[src/rtl/ps2_scan_decoder.sv]
// ---------------------------------------------------------------------------
// ps2_scan_decoder
//
// Purpose:
//   Takes 10-bit PS/2 frames from the serial-to-parallel receiver, checks the
//   start and odd-parity bits, and follows the E0 (extended) and F0 (break)
//   prefix bytes. One make/break key event comes out per complete scan
//   sequence, through a one-deep output register with a valid/ready handshake.
//   It sits between the PS/2 frame receiver and the key-mapping/display logic.
//
// Parameters:
//   TIMEOUT_CYC  number of idle clk cycles before a pending prefix is dropped
//   TO_W         width of the timeout counter; TIMEOUT_CYC < 2**TO_W
//
// Ports:
//   clk          in   1   system clock, rising edge
//   res          in   1   asynchronous reset, active-low
//   frame_in     in   10  [0]=start, [8:1]=data LSB first, [9]=odd parity
//   frame_valid  in   1   one-cycle strobe, frame_in is valid this cycle
//   key_ready    in   1   consumer takes the event when key_valid & key_ready
//   key_valid    out  1   event waiting in the output register
//   key_code     out  8   scan code with the prefixes removed
//   key_ext      out  1   1 = the sequence contained E0
//   key_release  out  1   1 = break (F0 seen), 0 = make
//   frame_err    out  1   one-cycle pulse for a bad start bit or bad parity
//   overflow     out  1   sticky; an event was dropped because the register was full
//
// FSM states:
//   state   | meaning
//   --------+------------------------------------------
//   IDLE    | no prefix pending
//   EXT     | E0 received, waiting for the code or F0
//   BRK     | F0 received, waiting for the code
//   EXT_BRK | E0 and F0 received, waiting for the code
// ---------------------------------------------------------------------------
module ps2_scan_decoder #(
  parameter int TIMEOUT_CYC = 50000,
  parameter int TO_W        = 16
) (
  input  logic       clk,
  input  logic       res,
  input  logic [9:0] frame_in,
  input  logic       frame_valid,
  input  logic       key_ready,
  output logic       key_valid,
  output logic [7:0] key_code,
  output logic       key_ext,
  output logic       key_release,
  output logic       frame_err,
  output logic       overflow
);

  typedef enum logic [1:0] {
    IDLE    = 2'd0,
    EXT     = 2'd1,
    BRK     = 2'd2,
    EXT_BRK = 2'd3
  } state_t;

  localparam logic [7:0]      CODE_E0 = 8'hE0;
  localparam logic [7:0]      CODE_F0 = 8'hF0;
  localparam logic [TO_W-1:0] TO_LAST = TO_W'(TIMEOUT_CYC - 1);

  state_t          state;
  state_t          state_nxt;
  logic [TO_W-1:0] to_cnt;
  logic [TO_W-1:0] to_cnt_nxt;

  logic [7:0] data;
  logic       frame_bad;
  logic       is_e0;
  logic       is_f0;
  logic       to_expire;
  logic       emit;
  logic       emit_ext;
  logic       emit_rel;
  logic       pop;

  assign data      = frame_in[8:1];
  // Parity is odd over data plus parity bit, so the reduction-XOR must be 1.
  assign frame_bad = frame_in[0] | ~(^frame_in[9:1]);
  assign is_e0     = (data == CODE_E0);
  assign is_f0     = (data == CODE_F0);
  assign to_expire = (state != IDLE) && (to_cnt == TO_LAST);
  assign pop       = key_valid & key_ready;

  // -------------------------------------------------------------------------
  // Prefix FSM
  // -------------------------------------------------------------------------
  always_ff @(posedge clk or negedge res) begin
    if (!res) begin
      state <= IDLE;
    end else begin
      state <= state_nxt;
    end
  end

  // A frame arriving on the expiry cycle is decoded against the current
  // state, so the frame takes priority over the timeout.
  always_comb begin
    state_nxt = state;
    emit      = 1'b0;
    emit_ext  = 1'b0;
    emit_rel  = 1'b0;
    if (frame_valid) begin
      if (frame_bad) begin
        state_nxt = IDLE;
      end else begin
        unique case (state)
          IDLE: begin
            if (is_e0) begin
              state_nxt = EXT;
            end else if (is_f0) begin
              state_nxt = BRK;
            end else begin
              emit = 1'b1;
            end
          end
          EXT: begin
            if (is_f0) begin
              state_nxt = EXT_BRK;
            end else if (is_e0) begin
              state_nxt = EXT;
            end else begin
              emit      = 1'b1;
              emit_ext  = 1'b1;
              state_nxt = IDLE;
            end
          end
          BRK: begin
            if (is_f0) begin
              state_nxt = BRK;
            end else if (is_e0) begin
              state_nxt = EXT_BRK;
            end else begin
              emit      = 1'b1;
              emit_rel  = 1'b1;
              state_nxt = IDLE;
            end
          end
          EXT_BRK: begin
            if (is_f0 || is_e0) begin
              state_nxt = EXT_BRK;
            end else begin
              emit      = 1'b1;
              emit_ext  = 1'b1;
              emit_rel  = 1'b1;
              state_nxt = IDLE;
            end
          end
          default: begin
            state_nxt = IDLE;
          end
        endcase
      end
    end else if (to_expire) begin
      state_nxt = IDLE;
    end
  end

  // -------------------------------------------------------------------------
  // Prefix timeout: cleared by every frame and held at zero in IDLE, so a
  // stale E0/F0 is discarded only after a quiet period inside a sequence.
  // -------------------------------------------------------------------------
  always_comb begin
    to_cnt_nxt = to_cnt;
    if (frame_valid || state == IDLE || to_expire) begin
      to_cnt_nxt = '0;
    end else begin
      to_cnt_nxt = to_cnt + TO_W'(1);
    end
  end

  always_ff @(posedge clk or negedge res) begin
    if (!res) begin
      to_cnt <= '0;
    end else begin
      to_cnt <= to_cnt_nxt;
    end
  end

  // -------------------------------------------------------------------------
  // Frame error pulse
  // -------------------------------------------------------------------------
  always_ff @(posedge clk or negedge res) begin
    if (!res) begin
      frame_err <= 1'b0;
    end else begin
      frame_err <= frame_valid & frame_bad;
    end
  end

  // -------------------------------------------------------------------------
  // One-deep output register. A pop and a new event on the same edge load the
  // new event directly. An event that arrives while the register is full and
  // not being popped is dropped, and overflow is set.
  // -------------------------------------------------------------------------
  always_ff @(posedge clk or negedge res) begin
    if (!res) begin
      key_valid   <= 1'b0;
      key_code    <= 8'h00;
      key_ext     <= 1'b0;
      key_release <= 1'b0;
      overflow    <= 1'b0;
    end else begin
      if (emit) begin
        if (!key_valid || pop) begin
          key_valid   <= 1'b1;
          key_code    <= data;
          key_ext     <= emit_ext;
          key_release <= emit_rel;
        end else begin
          overflow <= 1'b1;
        end
      end else if (pop) begin
        key_valid <= 1'b0;
      end
    end
  end

endmodule

[config.mk]
export PLATFORM = sky130hd
export DESIGN_NAME = ps2_scan_decoder
export DESIGN_NICKNAME = d
export VERILOG_FILES = /design/src/rtl/ps2_scan_decoder.sv
export SDC_FILE = /design/constraint.sdc
export NUM_CORES = 1
export LEC_CHECK = 0
export ABC_AREA = 1
export BUFFER_PORTS_ARGS = -buffer_cell sky130_fd_sc_hd__buf_2
export CAP_MARGIN = 40
export CORE_ASPECT_RATIO = 0.6
export CORE_MARGIN = 3
export CORE_UTILIZATION = 45
export CTS_BUF_LIST = sky130_fd_sc_hd__clkbuf_4 sky130_fd_sc_hd__clkbuf_8
export CTS_CLUSTER_SIZE = 30
export DETAILED_ROUTE_END_ITERATION = 10
export PLACE_DENSITY_LB_ADDON = 0.08
export SLEW_MARGIN = 20
export SYNTH_ARGS = -nofsm -noshare
export SYNTH_HDL_FRONTEND = slang
export SYNTH_SLANG_ARGS = --single-unit
[constraint.sdc]
create_clock -name clk -period 4.4 [get_ports clk]
set_input_delay 0.22 -clock clk [delete_from_list [all_inputs] [get_ports clk]]
set_output_delay 0.22 -clock clk [all_outputs]
set_load 0.02 [all_outputs]
==> run metrics, run 1 <==
num rows 17; synth top area cells dfrtp_1 41%, ha_1 6.7%, nand2_2 5.7%; clock root buffer clkbuf_8; ratio of cells with drive above 1 in the final layout 0.3651; final hold violation count 31; Critical Path RT 4.56 ns; commonest non-fill, non-tap cell in the layout dfrtp_1; Fin Hold WS -0.02505 ns; yosys warns 0; first drt pass iteration count 5; vias in the first global route 1357; arrival time at the worst endpoint 2.07 ns; setup TNS 0 ns; area delta synth->final 14.54%; Max-Cap Viols 0; Starting Density 0.4899; ANT nets after route 0; Final #Nets 264; clock share of power 0.310; Switch Pwr 0.3089 mW; post-CTS setup buffer count 0; CP bufs+invs 1; non-filler cells, final 288; H-tree Lvls 2; most frequent cells in the layout 31 x dfrtp_1, 28 x nand2_1, 26 x buf_2; Bufs on Longest Clock Path 2; Fin Clk Skew 0.005379 ns; Worst-Margin Slew 0.6877 ns; # port buffers 26; Startpoint Class register; Hold Path Class primary input to async pin; Cell Int Power 0.6171 mW; Vias/cell 4.885; Synth area leader dfrtp_1; Tot GR Track Use 0.1741; Slew Limit Fails 0; Worst path slowest cell nand3_2; Die ar. 0.005004 mm²; post-synth cell types 33; CP max FO 20; GPL Wtd Cong 0.9221; crit path time final 1.919 ns; Clock Latency Late Sink 0.28 ns; CP endpoint kind register; Worst path max stage delay 0.47 ns; period utilization 0.4360; critical path class register to register; critical path cell sequence inv_1 > ha_1 > o31ai_1 > nor2_4 > nand3_2 > nand2_2 > o21ai_2; core area 0.003829 mm²; clock sinks 31; average wire per standard cell 13.01 µm; placed instance count 280; DR vias 1407; Die X 89.35 µm; syn nets 234; relative slew slack 0.5416; die height 56.01 µm; post-synth top area share 0.4136; final setup violation count 0; #FFs+latches synth 31; hold buffers post-CTS 0; mean cell area of the mapped netlist 8.931 µm²; DPL Wire Length 2960 µm; CTS tree done; failing checks hold timing; sw frac 0.3336; Mapped Cells 210; initial drt markers 68; WL final 3746 µm; # IOs 27; post-cts resize count 0; Residual DRC 0; total global routing overflow 0; mapped cell area 0.001876 mm²; RSZ-0062 raised after global routing no; register area share after synthesis 0.4136; critical path's top delay family simple AND/OR/NAND/NOR gates; n_diodes 0; Comb power frac 0.290; Worst VDD drop 0.2142 mV; fmax 521.2 MHz; CTS Buf Count 5; LEAKAGE 1.052 nW; outcome finished with violations; antenna violations before repair 0; first-pass GRT wire length 6575 µm; register share of total power 0.400; largest net degree at the start of global routing 32; Clk pin slew, worst setup/hold paths 0.07 ns; Pwr per Cell Area 431.1 mW/mm²
-- synthesized netlist by cell type --
cell and n:
a21oi_1 6, buf_6 3, dfrtp_1 31, ha_1 10, inv_1 24, inv_2 6
nand2_1 28, nand2_2 17, nand2_4 1, nand3_1 11, nand3_2 2, nand3_4 1
nand3b_1 1, nand4_1 4, nor2_1 19, nor2_2 8, nor2_4 2, nor3_1 3
nor3_2 4, nor3_4 1, nor3b_1 2, nor4_1 1, o211ai_1 1, o21ai_0 1
o21ai_2 10, o21bai_1 1, o221ai_1 1, o31ai_1 1, or2_0 1, or2_2 1
xnor2_1 1, xnor2_2 1, xor2_1 6
-- power by group through the flow --
stage | logic [mW] | registers [mW] | clock network [mW]
detailed placement | 0.272 | 0.374 | 0
global route | 0.297 | 0.377 | 0.312
finish | 0.269 | 0.370 | 0.287
global placement | 0.269 | 0.374 | 0
CTS | 0.272 | 0.370 | 0.296
floorplan | 0.135 | 0.432 | 0
-- final timing paths --
kind | from | end | slack, ns | depth (start not counted)
setup / recovery | state[0] | key_ext | 2.48 | 7
hold / removal | res | key_code[5] | -0.03 | 1
setup reg to reg | state[0] | key_ext | 2.48 | 7
hold reg to reg | to_cnt[0] | to_cnt[0] | 0.47 | 1
max in group asynchronous | res | to_cnt[9] | 3.97 | 1
min in group clk | frame_in[7] | key_code[6] | 0.20 | 3
-- registers in the layout (all words and copies together), names as in the netlist --
signal and cells:
to_cnt 16, key_code 8, state 2, frame_err 1, key_ext 1, key_release 1
key_valid 1, overflow 1
-- worst register-to-register path, delay by kind of cell, from the launching register on --
family,cells,cell delay (ns)
buffers and inverters,1,0.10
and+or+nand+nor,3,0.82
AOI/OAI and AO/OA,2,0.20
adders and majority gates,1,0.27
DFF,1,0.41
-- cell families after synthesis --
family                   count (synthesis)  synth area share
adder cells (fa/ha/maj)                 10           0.06671
buffers and inverters                   33           0.07805
AO/OA/AOI/OAI                           21           0.08206
flip-flops                              31            0.4136
AND/OR/NAND/NOR                        107            0.3182
XOR/XNOR                                 8           0.04136
-- per-stage QoR --
stage               area [µm²]  power, mW  hold slack [ns]    util  setup WS [ns]
floorplan                 1876     0.5665         -0.07559       -          2.848
global placement          2031     0.6433           0.3090  0.5304          2.306
detailed placement        2031     0.6461           0.3140  0.5304          2.274
CTS                       2148     0.9386          0.01101  0.5611          2.463
global route              2148     0.9861          0.03357  0.5611          2.262
finish                    2148     0.9261         -0.02505  0.5611          2.481
-- cell type report --
type	instances	area (µm²)
clock buffer	6	82.58
multi-input combinational	146	953.4
sequential	31	775.7
clock inverter	2	35.03
inverter	30	112.6
timing repair buffer	26	130.1
fill	360	1680
tap	47	58.81
-- layer usage --
| layer | global-route usage | vias to the layer above | share of wire |
|---|---|---|---|
| met1 | 0.2869 | 627 | 0.58 |
| met5 | 0 | - | 0 |
| li1 | - | 727 | - |
| met2 | 0.2130 | 49 | 0.35 |
| met4 | 0.03822 | 0 | 0.0053 |
| met3 | 0.05325 | 4 | 0.070 |
Note: power is estimated with default switching activity, not from simulation.
==> run 2, diff against run 1 <==
clock period = 1.95 ns   (was 4.4 ns; I/O delays follow)
==> run 2 against run 1 <==
Against the previous run:
- the flow now finishes without violations
- fmax grew 13%
- register-to-register slack lost 2.2 ns
- combinational power grew 130%
- global-route usage shrank 1.3 points
==> run metrics, run 2 (same netlist as run 1, synthesis figures left out) <==
Startpoint Class register; clock sinks 31 (unchanged); Clock Latency Late Sink 0.28 ns (about the same); core area 0.003829 mm² (unchanged); fill count 338 (-6.1%); Die ar. 0.005004 mm² (unchanged); CP endpoint kind register; clock root buffer clkbuf_8; Reg with most FFs to_cnt; relative slew slack 0.5296 (-0.01191); Vias/cell 4.766 (-2.5%); Pwr per Cell Area 963.3 mW/mm² (+120%); first-pass GRT wire length 6161 µm (-6.3%); GPL Wtd Cong 0.8291 (-10%); most frequent cells in the layout 31 x dfrtp_1, 28 x nand2_1, 26 x buf_2; critical path class register to register; antenna violations before repair 0 (unchanged); Design Power 2.098 mW (+130%); final hold violation count 0 (-100%); commonest non-fill, non-tap cell in the layout dfrtp_1; Residual DRC 0 (unchanged); H-tree Lvls 2 (unchanged); Max-Cap Viols 0 (unchanged); n_diodes 0 (unchanged); vias in the first global route 1306 (-3.8%); CP max FO 20 (unchanged); CTS tree done; Worst VDD drop 0.5090 mV (+140%); CTS Buf Count 5 (unchanged); max reg flops 16 (unchanged); Regs by FF count to_cnt (16), key_code (8), state (2); ratio of cells with drive above 1 in the final layout 0.3663 (+0.001110); initial drt markers 76 (+12%); WL final 3534 µm (-5.7%); # IOs 27 (unchanged); fmax 588.9 MHz (+13%); Die X 89.35 µm (unchanged); final setup violation count 0 (unchanged); average wire per standard cell 12.19 µm (-6.3%); LEAKAGE 1.067 nW (+1.4%); setup TNS 0 ns (unchanged); total global routing overflow 0 (unchanged); num rows 17 (unchanged); Fin Hold WS 0.07380 ns (+0.09884 ns); Slew Limit Fails 0 (unchanged); first drt pass iteration count 4 (-1); Clk pin slew, worst setup/hold paths 0.07 ns (about the same); Worst-Margin Slew 0.7055 ns (+0.01787 ns); arrival time at the worst endpoint 1.91 ns (-0.16 ns); Critical Path RT 2.16 ns (-2.40 ns); DPL Wire Length 2697 µm (-8.9%); Bufs on Longest Clock Path 2 (unchanged); RSZ-0062 raised after global routing no; area delta synth->final 16.14%; largest net degree at the start of global routing 32 (unchanged); post-CTS setup buffer count 0 (unchanged); Final #Nets 266 (+0.76%); period utilization 0.8709 (+0.4348); # port buffers 26 (unchanged); outcome complete, no violations; Hold Path Class primary input to register; Starting Density 0.4899 (unchanged); DR vias 1382 (-1.8%); ANT nets after route 0 (unchanged); Tot GR Track Use 0.1609 (-0.01315); die height 56.01 µm (unchanged); Fin Clk Skew 0.004461 ns (-0.0009172 ns); crit path time final 1.698 ns (-0.2203 ns); flop-to-flop setup slack 0.25 ns (-2.23 ns)
## run 2: cell count changes in the layout (fill, tap and decap cells not counted)
cell	delta
buf_12	+1
dlygate4sd3_1	+1
## run 2: final cells by class
class                   count  area, µm²  area share
flip-flops and latches     31      775.7      0.3561
well taps                  47      58.81     0.02700
clock inverters             2      35.03     0.01608
repair buffers             28      160.2     0.07352
multi-input cells         146      953.4      0.4377
clock buffers               6      82.58     0.03791
inverters                  30      112.6     0.05169
## run 2: critical path, stage by stage (launching register included)
cell,delay [ns]
dfrtp_1,0.40
inv_1,0.09
ha_1,0.29
o31ai_1,0.38
nor2_4,0.08
nand3_2,0.09
buf_12,0.18
nand2_2,0.07
o21ai_2,0.05
## run 2: what timing repair did
item	in CTS	in global routing
hold buffers	1	0
gates resized for setup	0	0
hold endpoints to repair	31	0
## run 2: worst paths after layout
kind	start	end	cells after the start
setup / recovery	state[0]	key_release	8
hold / removal	frame_in[8]	key_code[7]	3
setup reg to reg	state[0]	key_release	8
hold reg to reg	to_cnt[0]	to_cnt[0]	1
max in group asynchronous	res	to_cnt[9]	2
min in group asynchronous	res	key_code[6]	2
## run 2: report_power, final
part	internal [mW]	switching, mW	total (mW)
combinational	0.234	0.383	0.617
clock	0.413	0.243	0.656
sequential	0.757	0.0687	0.825
total	1.40	0.695	2.10
## run 2: layer usage
| metal | vias up | part of all wire | GRT usage |
|---|---|---|---|
| met5 | - | 0 | 0 |
| met4 | 0 | 0.012 | 0.04459 |
| met3 | 7 | 0.055 | 0.05325 |
| met2 | 25 | 0.33 | 0.1910 |
| met1 | 613 | 0.60 | 0.2644 |
| li1 | 737 | - | - |
## run 2: per-stage QoR
stage / instances / util / instance area [µm²] / setup slack, ns
finish: 290 / 0.5690 / 2178 / 0.2518
global route: 290 / 0.5690 / 2178 / 0.1458
CTS: 290 / 0.5690 / 2178 / 0.2537
detailed placement: 281 / 0.5356 / 2051 / 0.2643
global placement: 281 / 0.5356 / 2051 / 0.2545
floorplan: 210 / - / 1876 / 0.3984
